$ cat src/rtl/led_fader.sv
// led_fader: turns the toggling blink level into a PWM LED drive that fades
// linearly up on a rising blink edge and down on a falling one.
// Optional build macro LED_FADER_GAMMA_EN selects a square-law duty curve;
// without it the duty equals the brightness level.
module led_fader #(
    parameter int PWM_BITS  = 8,
    parameter int STEP_DIV  = 1000,
    parameter int MAX_LEVEL = 255
) (
    input  logic                clk,
    input  logic                reset_,
    input  logic                blink,
    output logic                led_pwm,
    output logic [PWM_BITS-1:0] level,
    output logic                busy
);

    localparam int CNT_W = (STEP_DIV > 1) ? $clog2(STEP_DIV) : 1;
    localparam logic [CNT_W-1:0]    STEP_LAST = CNT_W'(STEP_DIV - 1);
    localparam logic [PWM_BITS-1:0] MAX_L     = PWM_BITS'(MAX_LEVEL);
    localparam logic [PWM_BITS-1:0] LVL_ONE   = PWM_BITS'(1);

    typedef enum logic [1:0] {
        S_OFF  = 2'd0,
        S_RISE = 2'd1,
        S_ON   = 2'd2,
        S_FALL = 2'd3
    } state_t;

    state_t              state_q, state_d;
    logic [PWM_BITS-1:0] level_q, level_d;
    logic [CNT_W-1:0]    step_q, step_d;
    logic [PWM_BITS-1:0] pwm_cnt_q;
    logic                blink_q;
    logic                primed_q;
    logic                led_pwm_q;
    logic                busy_q;
    logic                rise;
    logic                fall;
    logic                ramping;
    logic                tick;
    logic [PWM_BITS-1:0] duty;

    // The first sample after reset only primes blink_q, so a blink level held
    // through reset is not mistaken for an edge.
    assign rise    = primed_q &  blink & ~blink_q;
    assign fall    = primed_q & ~blink &  blink_q;
    assign ramping = (state_q == S_RISE) || (state_q == S_FALL);
    assign tick    = ramping && (step_q == STEP_LAST);

`ifdef LED_FADER_GAMMA_EN
    // Square-law curve: upper half of the full-width level*level product.
    function automatic logic [PWM_BITS-1:0] gamma_duty(input logic [PWM_BITS-1:0] lvl);
        logic [2*PWM_BITS-1:0] prod;
        prod = {{PWM_BITS{1'b0}}, lvl} * {{PWM_BITS{1'b0}}, lvl};
        return prod[2*PWM_BITS-1:PWM_BITS];
    endfunction

    assign duty = gamma_duty(level_q);
`else
    assign duty = level_q;
`endif

    // Next-state logic: an accepted edge always beats a same-cycle tick and
    // restarts the step divider with the level held.
    always_comb begin
        state_d = state_q;
        level_d = level_q;
        step_d  = '0;
        case (state_q)
            S_OFF: begin
                if (rise) state_d = S_RISE;
            end
            S_ON: begin
                if (fall) state_d = S_FALL;
            end
            S_RISE: begin
                if (fall) begin
                    state_d = S_FALL;
                end else if (tick) begin
                    if (level_q == MAX_L - LVL_ONE) begin
                        state_d = S_ON;
                        level_d = MAX_L;
                    end else begin
                        level_d = level_q + LVL_ONE;
                    end
                end else begin
                    step_d = step_q + 1'b1;
                end
            end
            S_FALL: begin
                if (rise) begin
                    state_d = S_RISE;
                end else if (tick) begin
                    if (level_q == LVL_ONE) begin
                        state_d = S_OFF;
                        level_d = '0;
                    end else begin
                        level_d = level_q - LVL_ONE;
                    end
                end else begin
                    step_d = step_q + 1'b1;
                end
            end
            default: begin
                state_d = S_OFF;
                level_d = '0;
            end
        endcase
    end

    // Ramp state, level, divider and edge-detect registers.
    always_ff @(posedge clk or negedge reset_) begin
        if (!reset_) begin
            state_q  <= S_OFF;
            level_q  <= '0;
            step_q   <= '0;
            blink_q  <= 1'b0;
            primed_q <= 1'b0;
            busy_q   <= 1'b0;
        end else begin
            state_q  <= state_d;
            level_q  <= level_d;
            step_q   <= step_d;
            blink_q  <= blink;
            primed_q <= 1'b1;
            busy_q   <= (state_d == S_RISE) || (state_d == S_FALL);
        end
    end

    // Free-running PWM counter and registered comparator output.
    always_ff @(posedge clk or negedge reset_) begin
        if (!reset_) begin
            pwm_cnt_q <= '0;
            led_pwm_q <= 1'b0;
        end else begin
            pwm_cnt_q <= pwm_cnt_q + 1'b1;
            led_pwm_q <= (pwm_cnt_q < duty);
        end
    end

    assign led_pwm = led_pwm_q;
    assign level   = level_q;
    assign busy    = busy_q;

endmodule

$ cat config.mk
export PLATFORM = sky130hd
export DESIGN_NAME = led_fader
export DESIGN_NICKNAME = d
export VERILOG_FILES = /design/src/rtl/led_fader.sv
export SDC_FILE = /design/constraint.sdc
export NUM_CORES = 1
export LEC_CHECK = 0
export BUFFER_PORTS_ARGS = -buffer_cell sky130_fd_sc_hd__buf_4
export CAP_MARGIN = 40
export CORE_MARGIN = 2
export CORE_UTILIZATION = 39
export CTS_BUF_LIST = sky130_fd_sc_hd__clkbuf_2
export CTS_CLUSTER_DIAMETER = 30
export CTS_CLUSTER_SIZE = 16
export DETAILED_ROUTE_END_ITERATION = 8
export PLACE_DENSITY = 0.68
export SYNTH_ARGS = -nofsm -noshare
export SYNTH_HDL_FRONTEND = slang
export SYNTH_SLANG_ARGS = --single-unit
$ cat constraint.sdc
create_clock -name clk -period 3.9 [get_ports clk]
set_input_delay 0 -clock clk [delete_from_list [all_inputs] [get_ports clk]]
set_output_delay 0 -clock clk [all_outputs]
set_load 0.1 [all_outputs]
==> flow_summary.yaml <==
clock_network:
  cts_buffers: 5
  cts.path.max_buffers: 2
  hold_buffers: 2
  clock_latency_ns: 0.38
  clock_sinks: 31
  cts_tree: "done"
  htreeDepth: 2
  postCtsSetupBuffers: 0
  clk_pin_slew_ns: 0.17
  clock-root-buffer: "clkbuf_2"
  cts_repair_resize_count: 0
logic_synthesis:
  synth_area_um2: 1890
  synth_area_per_cell_um2: 9.52
  synth_top_area_share_pct: 41.0
  synth-main-ff-cell: "dfrtp_1"
  synth-compound-area-share_pct: 15.2
  synthMuxAreaShare_pct: 0.528
  yosys_warnings: 0
  synth.top_cells.by_count: "dfrtp_1 (31), nor2_1 (17), ha_1 (13), nand2_1 (13), nand3_1 (13)"
  synth_nets: 215
  synth_fa_ha_area_share_pct: 8.59
  synth-seq-area-share_pct: 41.0
  synthXorXnorAreaFrac_pct: 7.40
  yosys-top-cells-area: "dfrtp_1 (41%), ha_1 (8.6%), xnor2_1 (4.2%)"
  async_flop_share_pct: 100
  yosysMostFrequentCell: "dfrtp_1"
  synth.largest_area_cell: "dfrtp_1"
  synth.ff_latch_count: 31
  synth_edf_count: 0
  synthSimpleGateAreaFrac_pct: 23.9
  yosysUniqueCellTypes: 51
  synth_top_family_by_area: "simple AND/OR/NAND/NOR gates"
  syn_inst: 199
setup_path:
  crit_path_top_delay_cell: "dfrtp_1"
  reg2reg_depth: 7
  worstSetupStartpointType: "flop"
  timing.rr.end: "level[3]"
  crit_path_end_kind: "flop"
  ff2ff_setup_slack_ns: 1.89
  max_stage_delay_ns: 0.51
  worstSetupPathType: "flop to flop"
  crit_path_cell_trace: "inv_1 -> ha_1 -> or4b_4 -> or2_4 -> a21oi_1 -> a311o_1 -> o21ai_1"
  worstPathRequired_ns: 4.19
  cp_max_fo: 9
  worstPathArrival_ns: 2.30
  timing.rr.start: "level[1]"
final_layout:
  fin_nets: 231
  drive_gt1_share_pct: 14.8
  n_fill_cell: 476
  antenna_cells: 0
  area_growth_pct: 10.2
die:
  initial_core_util_pct: 40.4
  die_h_um: 73.7
  io_pins: 13
  fp.coreArea_um2: 4690
  rows: 25
  die_w_um: 73.7
  dieArea_um2: 5430
global_routing:
  grt_max_degree: 32
  grt_overflow: 0
  antenna_found_initial: 0
  grt_pass1_wl_um: 6500
  track_usage_pct: 15.6
  grt_pass1_vias: 1413
placed_design:
  port_buffers: 12
  place.gp.congestion: 0.891
  place_hpwl_um: 2610
pwr:
  power_leakage_nw: 0.972
  ir_drop_mv: 0.145
  power_density_nw_per_um2: 322
detailed_routing:
  routed_wirelength_um: 3720
  drc_errors: 0
  ant_nets: 0
  vias_per_cell: 5.57
  drt-initial-drc-count: 144
  vias: 1505
  first_pass_iters: 4
  wl_per_cell_um: 13.8
flow_run:
  cap_violations: 0
timing:
  maxSlewViolCount: 0
  period_share_pct: 51.6
  rsz0062_at_grt: "no"
  finClkSkew_ns: 0.0128
  setup_viol: 0
  final_hold_viol_count: 0
  min_period_ns: 2.01
  tns_ns: 0
  holdWs_ns: 0.0620
  max_freq_mhz: 497
min_path:
  hp-class: "input pin to async pin"
status:
  outcome: "finished, final reports clean"
## layout by cell type, fill, tap and decap left out, types with 5 or more instances in the layout
cell	Yosys	final
a21oi_1	8	8
and3_1	6	6
buf_4	0	12
clkbuf_2	0	5
dfrtp_1	31	31
ha_1	13	13
inv_1	9	9
nand2_1	13	13
nand3_1	13	13
nand4_1	6	6
nor2_1	17	17
o21ai_0	5	5
o21ai_1	8	8
xnor2_1	9	9
xor2_1	7	7
## per-layer routing
layer / track usage (%) / vias to the layer above / part of all wire [%]
li1: - / 756 / -
met1: 22.3 / 697 / 51
met2: 21.6 / 44 / 41
met3: 3.70 / 8 / 5.3
met4: 7.88 / 0 / 2.7
met5: 0 / - / 0
## state kept, by name (all words and copies together) (netlist names)
register	count
busy	1
blink_q	1
step_q	10
level	8
led_pwm	1
primed_q	1
pwm_cnt_q	8
state_q	1
## cell type report
| class | instances | area (um^2) | share of cell area [%] |
|---|---|---|---|
| clock buffer | 5 | 25.0 | 1.20 |
| clock inverter | 3 | 15.0 | 0.719 |
| timing repair buffer | 14 | 110 | 5.27 |
| tap | 54 | 67.6 | 3.24 |
| sequential | 31 | 776 | 37.1 |
| inverter | 10 | 37.5 | 1.80 |
| multi-input combinational | 153 | 1060 | 50.6 |
## critical path: cells and delay by family (launching register included)
kind	cells	cell delay (ns)
and+or+nand+nor	2	0.75
DFF	1	0.51
AOI/OAI and AO/OA	3	0.31
adders and majority gates	1	0.21
buffers and inverters	1	0.16
## how the worst max path moves through the flow
stage / from / end / slack [ns] / depth (start not counted)
after floorplan: level[0] / level[3] / 1.43 / 6
after global placement: level[1] / level[3] / 1.97 / 7
after detailed placement: level[1] / level[3] / 1.90 / 7
after CTS: level[1] / level[3] / 1.89 / 7
after global routing: step_q[0] / level[6] / 1.73 / 6
final: level[1] / level[3] / 1.89 / 7
## kinds of logic (layout without fill, tap and decap cells)
family	after synthesis	count (layout)
simple gates	78	78
fa+ha+maj	13	13
flops	31	31
other cells	1	1
compound gates	44	44
mux	1	1
xor+xnor	16	16
buf+inv	15	32
## power breakdown
part           total, mW  internal, mW  switching (mW)
Sequential         0.389         0.351          0.0374
Combinational      0.126        0.0482          0.0779
Clock              0.157        0.0410           0.116
Total              0.672         0.441           0.232
## per-stage QoR
step	cells	setup slack [ns]	cell area (um^2)	util (%)	power (mW)
2_1_floorplan	199	1.43	1890	-	0.491
3_5_place_dp	260	1.90	2030	43.2	0.519
5_1_grt	270	1.73	2090	44.5	0.716
4_1_cts	270	1.89	2090	44.5	0.680
3_3_place_gp	260	1.97	2030	43.2	0.517
6_report	270	1.89	2090	44.5	0.672
Power figures use the tool's default switching activity.
